--- config.mk ---
export PLATFORM = sky130hd
export DESIGN_NAME = act_wei_loader
export DESIGN_NICKNAME = d
export VERILOG_FILES = /design/src/rtl/act_wei_loader.sv
export SDC_FILE = /design/constraint.sdc
export NUM_CORES = 1
export LEC_CHECK = 0
export ABC_AREA = 1
export BUFFER_PORTS_ARGS = -buffer_cell sky130_fd_sc_hd__buf_4
export CAP_MARGIN = 20
export CORE_UTILIZATION = 53
export CTS_CLUSTER_SIZE = 20
export DETAILED_ROUTE_END_ITERATION = 6
export HOLD_SLACK_MARGIN = 0.03
export PLACE_DENSITY = 0.89
export SKIP_CTS_REPAIR_TIMING = 1
export SYNTH_ARGS = -nofsm -noshare
export SYNTH_HDL_FRONTEND = slang
export SYNTH_SLANG_ARGS = --single-unit
--- constraint.sdc ---
create_clock -name clk -period 2.8 [get_ports clk]
set_input_delay 0.42 -clock clk [delete_from_list [all_inputs] [get_ports clk]]
set_output_delay 0.42 -clock clk [all_outputs]
set_load 0.01 [all_outputs]
--- src/rtl/act_wei_loader.sv ---
// act_wei_loader: replays one weight+activation tile from a ready/valid beat stream onto the mem_controller write ports, then pulses start.
// Writes appear one cycle after beat acceptance; in_ready drops while serialising weights. Optional ACT_WEI_LOADER_WEI_SKIP_EN drops zero-flag weights.
module act_wei_loader #(
    parameter int DATA_WIDTH  = 8,
    parameter int IF_WIDTH    = 16,
    parameter int KERNEL_SIZE = 9,
    parameter int START_GAP   = 2
) (
    input  logic                           clk,
    input  logic                           reset,
    input  logic                           load_req,
    input  logic                           cfg_mode,
    input  logic                           in_valid,
    input  logic [IF_WIDTH*DATA_WIDTH-1:0] in_data,
    output logic                           in_ready,
    output logic                           wr_req_wei_flag,
    output logic [KERNEL_SIZE-1:0]         wr_data_wei_flag,
    output logic                           wr_req_wei,
    output logic [DATA_WIDTH-1:0]          wr_data_wei,
    output logic                           wr_req_act_flag,
    output logic [IF_WIDTH-1:0]            wr_data_act_flag,
    output logic [IF_WIDTH-1:0]            wr_req_act,
    output logic [IF_WIDTH*DATA_WIDTH-1:0] wr_data_act,
    output logic                           mode,
    output logic                           start,
    output logic                           busy
);
    localparam int WEI_BEATS = (KERNEL_SIZE + IF_WIDTH - 1) / IF_WIDTH;
    localparam int LANE_W    = (IF_WIDTH > 1) ? $clog2(IF_WIDTH) : 1;
    localparam int BEAT_W    = (WEI_BEATS > 1) ? $clog2(WEI_BEATS) : 1;
    localparam int BUS_W     = IF_WIDTH * DATA_WIDTH;
    localparam int PAD_W     = WEI_BEATS * IF_WIDTH;
    localparam logic [PAD_W-1:0] RANGE_PAD = (PAD_W'(1) << KERNEL_SIZE) - PAD_W'(1);

    typedef enum logic [2:0] {
        S_IDLE, S_WFLAG, S_WLOAD, S_WSER, S_AFLAG, S_ADATA, S_GAP, S_START
    } state_t;

    state_t                 state_q, state_d;
    logic                   busy_q, busy_d, mode_q, mode_d;
    logic                   in_ready_q, in_ready_d, start_q, start_d;
    logic                   wflag_vld_q, wflag_vld_d;
    logic [KERNEL_SIZE-1:0] wflag_q, wflag_d;
    logic                   wei_vld_q, wei_vld_d;
    logic [DATA_WIDTH-1:0]  wei_q, wei_d;
    logic                   aflag_vld_q, aflag_vld_d;
    logic [IF_WIDTH-1:0]    aflag_q, aflag_d;
    logic [IF_WIDTH-1:0]    act_en_q, act_en_d;
    logic [IF_WIDTH-1:0]    aflag_buf_q, aflag_buf_d;
    logic [BUS_W-1:0]       act_q, act_d;
    logic [BUS_W-1:0]       wbuf_q, wbuf_d;
    logic [BEAT_W-1:0]      beat_q, beat_d;
    logic [LANE_W-1:0]      lane_q, lane_d;
    logic [LANE_W-1:0]      row_q, row_d;
    logic [3:0]             gap_q, gap_d;

    logic                   accept;
    logic                   last_beat;
    logic [IF_WIDTH-1:0]    lane_mask;
    logic [LANE_W:0]        nxt_lane;
    logic [DATA_WIDTH-1:0]  lane_sel;

    // Returns {found, lane} for the lowest set bit of m at or above lane 'from'.
    function automatic logic [LANE_W:0] first_lane(input logic [IF_WIDTH-1:0] m, input int from);
        logic [LANE_W:0] r;
        r = '0;
        for (int l = IF_WIDTH - 1; l >= 0; l--) begin
            if (m[l] && (l >= from)) r = {1'b1, LANE_W'(l)};
        end
        return r;
    endfunction

    assign accept    = in_valid && in_ready_q;
    assign last_beat = (int'(beat_q) == WEI_BEATS - 1);

`ifdef ACT_WEI_LOADER_WEI_SKIP_EN
    logic [PAD_W-1:0] wflag_pad;
    assign wflag_pad = PAD_W'(wflag_q);
`endif

    // Lanes of the current weight beat that produce a write.
    always_comb begin
        lane_mask = '0;
        for (int b = 0; b < WEI_BEATS; b++) begin
            if (int'(beat_q) == b) begin
                lane_mask = RANGE_PAD[b*IF_WIDTH +: IF_WIDTH];
`ifdef ACT_WEI_LOADER_WEI_SKIP_EN
                lane_mask = lane_mask & wflag_pad[b*IF_WIDTH +: IF_WIDTH];
`endif
            end
        end
    end

    assign nxt_lane = first_lane(lane_mask, (state_q == S_WSER) ? int'(lane_q) + 1 : 0);

    always_comb begin
        lane_sel = '0;
        for (int l = 0; l < IF_WIDTH; l++) begin
            if (lane_q == LANE_W'(l)) lane_sel = wbuf_q[l*DATA_WIDTH +: DATA_WIDTH];
        end
    end

    always_comb begin
        state_d     = state_q;
        busy_d      = busy_q;
        mode_d      = mode_q;
        start_d     = 1'b0;
        wflag_vld_d = 1'b0;
        wflag_d     = wflag_q;
        wei_vld_d   = 1'b0;
        wei_d       = wei_q;
        aflag_vld_d = 1'b0;
        aflag_d     = aflag_q;
        act_en_d    = '0;
        act_d       = act_q;
        wbuf_d      = wbuf_q;
        aflag_buf_d = aflag_buf_q;
        beat_d      = beat_q;
        lane_d      = lane_q;
        row_d       = row_q;
        gap_d       = gap_q;
        if (start_q) busy_d = 1'b0;
        case (state_q)
            S_IDLE: begin
                if (load_req && !busy_q) begin
                    mode_d  = cfg_mode;
                    busy_d  = 1'b1;
                    beat_d  = '0;
                    row_d   = '0;
                    gap_d   = '0;
                    state_d = S_WFLAG;
                end
            end
            S_WFLAG: begin
                if (accept) begin
                    wflag_vld_d = 1'b1;
                    wflag_d     = in_data[KERNEL_SIZE-1:0];
                    state_d     = S_WLOAD;
                end
            end
            S_WLOAD: begin
                if (accept) begin
                    wbuf_d = in_data;
                    // A beat with no lane to write costs no serialisation cycle.
                    if (nxt_lane[LANE_W]) begin
                        lane_d  = nxt_lane[LANE_W-1:0];
                        state_d = S_WSER;
                    end else if (last_beat) begin
                        state_d = S_AFLAG;
                    end else begin
                        beat_d  = beat_q + BEAT_W'(1);
                        state_d = S_WLOAD;
                    end
                end
            end
            S_WSER: begin
                wei_vld_d = 1'b1;
                wei_d     = lane_sel;
                if (nxt_lane[LANE_W]) begin
                    lane_d = nxt_lane[LANE_W-1:0];
                end else if (last_beat) begin
                    state_d = S_AFLAG;
                end else begin
                    beat_d  = beat_q + BEAT_W'(1);
                    state_d = S_WLOAD;
                end
            end
            S_AFLAG: begin
                if (accept) begin
                    aflag_buf_d = in_data[IF_WIDTH-1:0];
                    state_d     = S_ADATA;
                end
            end
            S_ADATA: begin
                if (accept) begin
                    aflag_vld_d = 1'b1;
                    aflag_d     = aflag_buf_q;
                    act_en_d    = aflag_buf_q;
                    act_d       = in_data;
                    if (row_q == LANE_W'(IF_WIDTH - 1)) begin
                        gap_d   = '0;
                        state_d = (START_GAP == 0) ? S_START : S_GAP;
                    end else begin
                        row_d   = row_q + LANE_W'(1);
                        state_d = S_AFLAG;
                    end
                end
            end
            S_GAP: begin
                if (int'(gap_q) >= START_GAP - 1) state_d = S_START;
                else gap_d = gap_q + 4'd1;
            end
            S_START: begin
                start_d = 1'b1;
                state_d = S_IDLE;
            end
            default: state_d = S_IDLE;
        endcase
        in_ready_d = (state_d == S_WFLAG) || (state_d == S_WLOAD) ||
                     (state_d == S_AFLAG) || (state_d == S_ADATA);
    end

    always_ff @(posedge clk) begin
        if (!reset) begin
            state_q     <= S_IDLE;
            busy_q      <= 1'b0;
            mode_q      <= 1'b0;
            in_ready_q  <= 1'b0;
            start_q     <= 1'b0;
            wflag_vld_q <= 1'b0;
            wflag_q     <= '0;
            wei_vld_q   <= 1'b0;
            wei_q       <= '0;
            aflag_vld_q <= 1'b0;
            aflag_q     <= '0;
            act_en_q    <= '0;
            act_q       <= '0;
            wbuf_q      <= '0;
            aflag_buf_q <= '0;
            beat_q      <= '0;
            lane_q      <= '0;
            row_q       <= '0;
            gap_q       <= '0;
        end else begin
            state_q     <= state_d;
            busy_q      <= busy_d;
            mode_q      <= mode_d;
            in_ready_q  <= in_ready_d;
            start_q     <= start_d;
            wflag_vld_q <= wflag_vld_d;
            wflag_q     <= wflag_d;
            wei_vld_q   <= wei_vld_d;
            wei_q       <= wei_d;
            aflag_vld_q <= aflag_vld_d;
            aflag_q     <= aflag_d;
            act_en_q    <= act_en_d;
            act_q       <= act_d;
            wbuf_q      <= wbuf_d;
            aflag_buf_q <= aflag_buf_d;
            beat_q      <= beat_d;
            lane_q      <= lane_d;
            row_q       <= row_d;
            gap_q       <= gap_d;
        end
    end

    assign in_ready         = in_ready_q;
    assign wr_req_wei_flag  = wflag_vld_q;
    assign wr_data_wei_flag = wflag_q;
    assign wr_req_wei       = wei_vld_q;
    assign wr_data_wei      = wei_q;
    assign wr_req_act_flag  = aflag_vld_q;
    assign wr_data_act_flag = aflag_q;
    assign wr_req_act       = act_en_q;
    assign wr_data_act      = act_q;
    assign mode             = mode_q;
    assign start            = start_q;
    assign busy             = busy_q;

endmodule

==> reports/metrics.cfg, run 1 <==
[route]
dr.first_iter.drc_count = 1170
wl_per_cell_um = 15.4
first_pass_iters = 5
dr_total_vias = 12800
wl_um = 37000
drc_errors = 0
vias_per_cell = 5.32
detail-route-antenna-nets = 0

[setup_path]
slowest_stage = nor2_2
path_class = reg -> reg
cp-start-kind = flip-flop
crit_fanout = 15
cpMostUsedCell = nand2_1
crit_family = simple AND/OR/NAND/NOR gates
cp.arrival_ps = 2830
path_cells = inv_1, ha_1, inv_1, nor2_2, inv_1, nor2_1, nor2_1, nand2_1, nand4_1, nand3_1, nand3_1, nand2_1, nand3_1, nand2_1, nand2_1, nand2_1, a21oi_1
required_ps = 3180
critPathMaxStageDelay_ps = 450
path_buf_inv = 3
endpoint_kind = flip-flop

[logic_synthesis]
synth_area_um2 = 13300
netlist_instances = 1795
ys_seq_elements = 343
synth.avg_cell_area_um2 = 7.39
synth_fp_nets = 1936
ys_warn_count = 0
synth.distinct_cells = 38
yosysSeqAreaShare_pct = 51.8

[floorplan]
die-area_um2 = 25700
initial_core_util_pct = 54.2
io_pins = 317
die_y_um = 160
std_cell_rows = 57
die_w_um = 160
core_area_um2 = 24500

[clock_tree]
cts_buffers = 35
htree_num_levels = 2
clock_path_buffers = 3
cts_tree = done
worstSkewPairLatency_ps = 510
clkSinkCount = 343
ctsRootBufferMaster = clkbuf_16
clk_pin_slew_worst_paths_ps = 60

[global_routing]
antenna_found_initial = 0
first_global_vias = 11900
track_usage_pct = 28.0
grt_first_pass_wirelength_um = 59100
grt_overflow = 0
grt_start_max_net_pins = 195

[layout]
fin_nets = 2198
register_area_um2 = 6870
diodes = 0
fillers = 1991
multi_input_area_um2 = 5570
syn_to_final_growth_pct = 28.0
drive_above_1_share_pct = 21.7

[outcome]
status = complete, no violations

[timing]
setup_violations = 0
finClkSkew_ps = 19.7
slew_viol_final = 0
hold_viol = 0
tightest_slew_ps = 762
relSlewSlack_pct = 49.2
final.min_clock_period_ps = 2450
rsz0062_at_grt = no
timing.fmax_mhz = 408
period_share_pct = 87.6
totalNegativeSetupSlack_ps = 0

[placement]
port_buffers = 316
gp_congestion = 0.941
hpwl_um = 25400

[pwr]
p_total_w = 0.0102
combPwrFrac_pct = 5.0
p_leak_nw = 8.23
p_per_area_nw_per_um2 = 599
p_int_w = 0.00794
power.clock.fraction_pct = 46.3
p_sw_share_pct = 21.9
ir_drop_v = 0.000414
p_seq_share_pct = 48.8
p_sw_w = 0.00223

[job]
maxCapViolCount = 0

[worst_hold_path]
worst_hold_path_type = in -> reg

## layout by cell type (no fill, tap or decap), types with 2 or more instances in the layout
cell / count
nor3_2: 2
or2_2: 17
clkbuf_16: 35
inv_1: 99
nor2_2: 3
clkinv_2: 4
buf_12: 3
nor2_4: 6
nor3_1: 9
inv_2: 8
dfxtp_1: 343
nand3_1: 172
bufinv_16: 3
clkbuf_1: 4
inv_4: 2
a31o_2: 16
ha_1: 8
nand2_1: 406
inv_6: 4
a21oi_1: 75
o21ai_1: 3
a31oi_1: 2
buf_4: 328
clkinv_4: 2
or2_1: 2
o21ai_0: 179
clkbuf_8: 9
nand2_2: 3
nor2_1: 311
nand4_1: 8
## worst reg2reg max path, delay by kind of cell, from the launching register on
family | cells | cell delay, ps
and+or+nand+nor | 12 | 1300
DFF | 1 | 360
buffers and inverters | 3 | 380
adders and majority gates | 1 | 230
AOI/OAI and AO/OA | 1 | 50
## final timing paths
path                                                   from                           end  slack, ps  cells after the start
worst max-delay path                 lane_q[0]$_SDFFE_PN0P_   wr_data_wei[5]$_SDFFE_PN0N_        350                     17
worst min register to register  aflag_buf_q[8]$_SDFFE_PN0P_      wr_req_act[8]$_SDFF_PN0_        430                      2
worst min-delay path                            in_data[16]  wr_data_act[16]$_SDFFE_PN0P_        110                      3
worst max register to register       lane_q[0]$_SDFFE_PN0P_   wr_data_wei[5]$_SDFFE_PN0N_        350                     17
## cells in the mapped netlist (all sizes together)
cell	count	share of area (%)
nand4	8	0.38
xor2	1	0.066
inv	109	3.1
nor3b	1	0.057
o211ai	1	0.057
clkbuf	85	2.4
o311ai	1	0.20
o31ai	1	0.057
or2	19	0.90
nor2	320	9.4
nand3	173	6.6
nand2	410	12
a2111oi	1	0.066
nor4	1	0.047
ha	8	0.76
dfxtp	343	52
a31o	16	1.1
a211oi	1	0.057
a21oi	76	2.9
buf	22	0.87
o21ai	183	7.0
a31oi	2	0.094
nor3	12	0.49
clkinv	1	0.028
## kinds of logic after synthesis
logic type	count (synthesis)	share of synthesized area (%)
xor+xnor	1	0.0661
fa+ha+maj	8	0.755
flops	343	51.8
buf+inv	217	6.39
compound gates	282	11.5
simple gates	944	29.5
## routing by layer
layer / up-vias / global-route usage (%) / part of all wire [%]
met5: - / 0 / 0
met1: 5894 / 35.7 / 42
li1: 6278 / - / -
met2: 517 / 46.9 / 48
met4: 0 / 11.1 / 3.4
met3: 111 / 4.88 / 6.7
## area by class of cell
cell class	instances	area share [%]
Tap cell	324	2.39
Inverter	110	2.46
Sequential cell	343	40.5
Timing Repair Buffer	332	14.9
Clock buffer	47	5.90
Multi-Input combinational cell	1235	32.8
Clock inverter	14	1.00
## power by group through the flow
stage / registers [W] / logic, W / clock network [W]
3_3_place_gp: 0.00506 / 0.000482 / 0
6_report: 0.00496 / 0.000505 / 0.00471
3_5_place_dp: 0.00506 / 0.000497 / 0
4_1_cts: 0.00496 / 0.000502 / 0.00478
2_1_floorplan: 0.00506 / 0.000209 / 0
5_1_grt: 0.00496 / 0.000550 / 0.00498
## flip-flops by register name (all words and copies together) (netlist names)
register / flops
aflag_buf_q: 16
busy: 1
gap_q: 4
in_ready: 1
lane_q: 4
mode: 1
row_q: 4
start: 1
state_q: 3
wbuf_q: 128
wr_data_act: 128
wr_data_act_flag: 16
wr_data_wei: 8
wr_data_wei_flag: 9
wr_req_act: 16
wr_req_act_flag: 1
wr_req_wei: 1
wr_req_wei_flag: 1
## metrics by stage
step	worst slack (ps)	cell area [µm²]	instances	hold WS [ps]	utilization (%)
after floorplan	742	13300	1795	416	-
after global placement	486	15800	2344	428	64.6
after detailed placement	328	15800	2344	425	64.6
after CTS	308	17000	2405	94.9	69.3
after global routing	60.0	17000	2405	105	69.4
final	348	17000	2405	110	69.4
No activity file was read; power rests on OpenSTA's default activity.
==> inputs of run 2 (changes only) <==
PLACE_DENSITY = 0.79   (was 0.89)
==> run 2 against run 1 <==
  * Final cell count hardly changed
  * Register-to-register slack improved by 30 ps
  * Combinational power fell by 2%
  * First-iteration DRC count down 6.8%
  * Critical path type unchanged
  * Critical endpoint is now wr_data_wei[6]$_SDFFE_PN0N_
==> reports/metrics.cfg, run 2 (synthesis results as in run 1) <==
[layout]
fillers = 2034  ; was 1,991
mostFrequentLayoutCells = 406 x nand2_1, 343 x dfxtp_1, 325 x buf_4, 311 x nor2_1, 179 x o21ai_0  ; was 406 x nand2_1, 343 x dfxtp_1, 328 x buf_4, 311 x nor2_1, 179 x o21ai_0
register_area_um2 = 6870  ; unchanged
drive_above_1_share_pct = 21.7  ; about the same
syn_to_final_growth_pct = 29.0  ; was 28.0%
multi_input_area_um2 = 5580  ; was 5570 µm²
diodes = 0  ; unchanged
fin_nets = 2199  ; was 2,198
layout_commonest_cell = nand2_1  ; unchanged

[floorplan]
initial_core_util_pct = 54.2  ; unchanged
std_cell_rows = 57  ; unchanged
core_area_um2 = 24500  ; unchanged
die_w_um = 160  ; unchanged
die_y_um = 160  ; unchanged
io_pins = 317  ; unchanged
die-area_um2 = 25700  ; unchanged

[job]
maxCapViolCount = 0  ; unchanged

[global_routing]
first_global_vias = 11900  ; about the same
grt_start_max_net_pins = 199  ; was 195
track_usage_pct = 27.6  ; was 28.0%
antenna_found_initial = 0  ; unchanged
grt_first_pass_wirelength_um = 58600  ; was 59,100 µm
grt_overflow = 0  ; unchanged

[clock_tree]
cts_tree = done  ; unchanged
htree_num_levels = 2  ; unchanged
worstSkewPairLatency_ps = 510  ; about the same
clock_path_buffers = 3  ; unchanged
ctsRootBufferMaster = clkbuf_16  ; unchanged
cts_buffers = 36  ; was 35
clkSinkCount = 343  ; unchanged
clk_pin_slew_worst_paths_ps = 60  ; about the same

[setup_path]
slowest_stage = ha_1  ; was nor2_2
path_buf_inv = 2  ; was 3
crit_fanout = 7  ; was 15
cp-start-kind = flip-flop  ; unchanged
critPathMaxStageDelay_ps = 350  ; was 450 ps
crit_family = simple AND/OR/NAND/NOR gates  ; unchanged
required_ps = 3220  ; was 3180 ps
endpoint_kind = flip-flop  ; unchanged
path_class = reg -> reg  ; unchanged
cp.arrival_ps = 2840  ; was 2830 ps
path_cells = inv_1, ha_1, inv_2, nor3_4, nand2_1, nand3_1, nand2_1, nand3_1, nand2_1, nand2_1, nand2_1, nand3_1, nand3_1, nand2_1, nand2_1, nand4_1, nand2_1, nand2_1, nand2_1, a21oi_1  ; was inv_1, ha_1, inv_1, nor2_2, inv_1, nor2_1, nor2_1, nand2_1, nand4_1, nand3_1, nand3_1, nand2_1, nand3_1, nand2_1, nand2_1, nand2_1, a21oi_1
cpMostUsedCell = nand2_1  ; unchanged

[route]
detail-route-antenna-nets = 0  ; unchanged
first_pass_iters = 5  ; unchanged
drc_errors = 0  ; unchanged
dr_total_vias = 12600  ; was 12,800
wl_um = 36300  ; was 37,000 µm
dr.first_iter.drc_count = 1091  ; was 1,170
wl_per_cell_um = 15.1  ; was 15.4 µm
vias_per_cell = 5.24  ; was 5.32

[timing]
setup_violations = 0  ; unchanged
tightest_slew_ps = 886  ; was 762 ps
timing.fmax_mhz = 414  ; was 408 MHz
finClkSkew_ps = 11.3  ; was 19.7 ps
rsz0062_at_grt = no  ; unchanged
totalNegativeSetupSlack_ps = 0  ; unchanged
relSlewSlack_pct = 40.9  ; was 49.2%
final.min_clock_period_ps = 2420  ; was 2450 ps
hold_viol = 0  ; unchanged
period_share_pct = 86.4  ; was 87.6%
slew_viol_final = 0  ; unchanged

[placement]
gp_congestion = 0.897  ; was 0.941
port_buffers = 316  ; unchanged
hpwl_um = 24800  ; was 25,400 µm

[worst_hold_path]
worst_hold_path_type = in -> reg  ; unchanged

[outcome]
status = complete, no violations  ; unchanged

[pwr]
p_leak_nw = 8.29  ; was 8.23 nW
ir_drop_v = 0.000381  ; was 0.000414 V
p_total_w = 0.0105  ; was 0.0102 W
p_per_area_nw_per_um2 = 613  ; was 599 nW/µm²

==> run 2: cell count changes in the layout (fill, tap and decap cells not counted) <==
cell / delta
buf_12: +3
clkinvlp_4: +1
buf_4: -3
inv_6: -3
clkinv_2: +1
bufinv_16: +3
clkbuf_16: +2
clkbuf_1: +2
nor2_2: -1
clkbuf_8: -2
nor2_4: +1
clkinv_4: -2
==> run 2: tightest hold or removal path: stages <==
cell     delay, ps
buf_4           80
nand2_1         40
nand2_1         40
==> run 2: layer usage <==
layer | GRT usage [%] | routed length, µm
met1 | 35.3 | 15500
met4 | 9.70 | 1040
met5 | 0 | 0
met3 | 5.32 | 2320
met2 | 46.3 | 17400
==> run 2: area by class of cell <==
type	instances	share of cell area (%)
Multi-Input combinational cell	1235	32.6
Tap cell	324	2.37
Sequential cell	343	40.2
Timing Repair Buffer	332	15.0
Clock inverter	14	1.34
Inverter	110	2.44
Clock buffer	49	6.03
==> run 2: power breakdown <==
group | internal, W | leakage (nW) | switching (W)
Combinational | 0.000208 | 4.91 | 0.000285
Clock | 0.00314 | 0.615 | 0.00191
Sequential | 0.00492 | 2.76 | 0.0000304
Total | 0.00827 | 8.29 | 0.00222
==> run 2: per-stage QoR <==
stage / instance area [µm²] / utilization [%] / cells / worst slack [ps] / hold WS, ps
6_report: 17100 / 69.9 / 2407 / 382 / 111
5_1_grt: 17100 / 69.9 / 2407 / 73.2 / 108
4_1_cts: 17100 / 69.9 / 2407 / 311 / 97.0
3_5_place_dp: 15800 / 64.7 / 2344 / 336 / 431
3_3_place_gp: 15800 / 64.7 / 2344 / 467 / 429
2_1_floorplan: 13300 / - / 1795 / 742 / 416
==> run 2: final timing paths <==
check / startpoint / end / slack, ps / depth (start not counted)
max reg2reg: lane_q[1]$_SDFFE_PN0P_ / wr_data_wei[6]$_SDFFE_PN0N_ / 380 / 20
max: lane_q[1]$_SDFFE_PN0P_ / wr_data_wei[6]$_SDFFE_PN0N_ / 380 / 20
min: in_data[33] / wr_data_act[33]$_SDFFE_PN0P_ / 110 / 3
min reg2reg: aflag_buf_q[8]$_SDFFE_PN0P_ / wr_req_act[8]$_SDFF_PN0_ / 440 / 2
==> inputs of run 3 (changes only) <==
CORE_MARGIN = 5   (was default)
==> run 3 against run 2 <==
  * Routed wire length rose by 3.8%
  * Final cell count fell by 0.21%
  * Clock skew rose by 5.6 ps
  * Critical endpoint is now wr_data_wei[7]$_SDFFE_PN0N_
  * Highest routed layer unchanged
  * Largest cell class unchanged
  * Die area rose by 10%
  * Non-clock buffer count fell by 4
==> reports/metrics.cfg, run 3 (synthesis results as in run 1) <==
[route]
dr.first_iter.drc_count = 1043  ; was 1,091
wl_um = 37700  ; was 36,300 µm
first_pass_iters = 5  ; unchanged
dr_total_vias = 12600  ; about the same
drc_errors = 0  ; unchanged
detail-route-antenna-nets = 0  ; unchanged
vias_per_cell = 5.26  ; was 5.24
wl_per_cell_um = 15.7  ; was 15.1 µm

[global_routing]
track_usage_pct = 25.3  ; was 27.6%
grt_start_max_net_pins = 212  ; was 199
antenna_found_initial = 0  ; unchanged
grt_overflow = 0  ; unchanged
grt_first_pass_wirelength_um = 60800  ; was 58,600 µm
first_global_vias = 12300  ; was 11,900

[floorplan]
std_cell_rows = 57  ; unchanged
core_area_um2 = 24500  ; unchanged
die_w_um = 168  ; was 160 µm
die_y_um = 168  ; was 160 µm
initial_core_util_pct = 54.2  ; unchanged
io_pins = 317  ; unchanged
die-area_um2 = 28300  ; was 25,700 µm²

[layout]
diodes = 0  ; unchanged
layout_commonest_cell = nand2_1  ; unchanged
stdcell_count = 2402  ; was 2,407
drive_above_1_share_pct = 21.3  ; was 21.7%
fin_nets = 2194  ; was 2,199
mostFrequentLayoutCells = 406 x nand2_1, 343 x dfxtp_1, 322 x buf_4, 311 x nor2_1, 179 x o21ai_0  ; was 406 x nand2_1, 343 x dfxtp_1, 325 x buf_4, 311 x nor2_1, 179 x o21ai_0
syn_to_final_growth_pct = 27.6  ; was 29.0%

[setup_path]
required_ps = 3250  ; was 3220 ps
endpoint_kind = flip-flop  ; unchanged
rrSetupSlack_ps = 290  ; was 380 ps
crit_fanout = 7  ; unchanged
cp-start-kind = flip-flop  ; unchanged
reg2reg_depth = 20  ; unchanged
path_class = reg -> reg  ; unchanged
rr_startpoint = lane_q[1]$_SDFFE_PN0P_  ; unchanged
cp.arrival_ps = 2950  ; was 2840 ps
r2r_end = wr_data_wei[7]$_SDFFE_PN0N_  ; was wr_data_wei[6]$_SDFFE_PN0N_

[placement]
port_buffers = 316  ; unchanged
hpwl_um = 25700  ; was 24,800 µm
post-place-cells = 2340  ; was 2,344
gp_congestion = 0.911  ; was 0.897

[timing]
setup_violations = 0  ; unchanged
final.min_clock_period_ps = 2510  ; was 2420 ps
finClkSkew_ps = 16.8  ; was 11.3 ps
relSlewSlack_pct = 32.2  ; was 40.9%
tightest_slew_ps = 1010  ; was 886 ps
slew_viol_final = 0  ; unchanged
period_share_pct = 89.5  ; was 86.4%
totalNegativeSetupSlack_ps = 0  ; unchanged
rsz0062_at_grt = no  ; unchanged
timing.fmax_mhz = 399  ; was 414 MHz
hold_viol = 0  ; unchanged

[job]
maxCapViolCount = 0  ; unchanged

[clock_tree]
worstSkewPairLatency_ps = 520  ; was 510 ps
clk_pin_slew_worst_paths_ps = 60  ; about the same
cts_tree = done  ; unchanged
ctsRootBufferMaster = clkbuf_16  ; unchanged
clock_path_buffers = 3  ; unchanged
cts_buffers = 35  ; was 36
htree_num_levels = 2  ; unchanged
clkSinkCount = 343  ; unchanged

[pwr]
ir_drop_v = 0.000378  ; was 0.000381 V
p_per_area_nw_per_um2 = 595  ; was 613 nW/µm²
p_leak_nw = 8.20  ; was 8.29 nW

[worst_hold_path]
holdCritStartpoint = in_data[35]  ; was in_data[33]
hold_path_end = wr_data_act[35]$_SDFFE_PN0P_  ; was wr_data_act[33]$_SDFFE_PN0P_
whs_path_depth = 3  ; unchanged
worst_hold_path_type = in -> reg  ; unchanged

[outcome]
status = complete, no violations  ; unchanged

==> run 3: cell count changes in the layout (fill, tap and decap cells not counted), sizes merged <==
| cell | before | now |
|---|---|---|
| buf | 331 | 327 |
| bufinv | 6 | 3 |
| inv | 110 | 112 |
==> run 3: how the worst max path moves through the flow <==
stage	startpoint	to	slack [ps]	depth (start not counted)
2_1_floorplan	lane_q[0]$_SDFFE_PN0P_	in_ready$_SDFF_PN0_	740	16
3_3_place_gp	lane_q[1]$_SDFFE_PN0P_	wr_data_wei[7]$_SDFFE_PN0N_	480	20
3_5_place_dp	lane_q[1]$_SDFFE_PN0P_	wr_data_wei[7]$_SDFFE_PN0N_	350	20
4_1_cts	lane_q[1]$_SDFFE_PN0P_	wr_data_wei[7]$_SDFFE_PN0N_	330	20
5_1_grt	lane_q[1]$_SDFFE_PN0P_	wr_data_wei[7]$_SDFFE_PN0N_	3	20
6_report	lane_q[1]$_SDFFE_PN0P_	wr_data_wei[7]$_SDFFE_PN0N_	290	20
==> run 3: critical path, cell delays in order (launching register included) <==
cell,delay [ps]
dfxtp_1,340
inv_1,170
ha_1,350
inv_2,90
nor3_2,340
nand2_1,90
nand3_1,100
nand3_1,70
nand3_1,100
nand2_1,60
nand2_1,80
nand2_1,60
nand3_1,60
nand3_1,70
nand3_1,70
nand2_1,60
nand2_1,50
nand2_1,50
nand2_1,60
nand2_1,50
a21oi_1,120
==> run 3: final cells by class <==
type	count	area [µm²]
fill	2073	7540
sequential	343	6870
multi-input combinational	1235	5570
timing repair buffer	328	2530
clock buffer	49	968
inverter	110	418
tap	324	405
clock inverter	13	164
==> run 3: where the power goes <==
part           internal [W]  switching (W)  total, W
registers           0.00492      0.0000313   0.00496
logic              0.000206       0.000288  0.000494
clock network       0.00271        0.00191   0.00462
==> run 3: routing by layer <==
layer | vias up | part of all wire (%) | wire (µm) | global-route usage (%)
met5 | - | 0 | 0 | 0
met4 | 0 | 2.9 | 1100 | 8.01
met3 | 87 | 8.0 | 3000 | 5.32
met2 | 454 | 47 | 17800 | 42.6
met1 | 5818 | 42 | 15800 | 32.7
li1 | 6272 | - | - | -
==> run 3: stage by stage <==
step	instance area, µm²	util [%]	total power [W]	setup WS (ps)	hold slack (ps)
finish	16900	69.2	0.0101	294	106
global route	16900	69.2	0.0104	2.64	102
CTS	16900	69.2	0.0101	325	88.3
detailed placement	15800	64.5	0.00555	354	427
global placement	15800	64.5	0.00555	477	430
floorplan	13300	-	0.00527	742	416
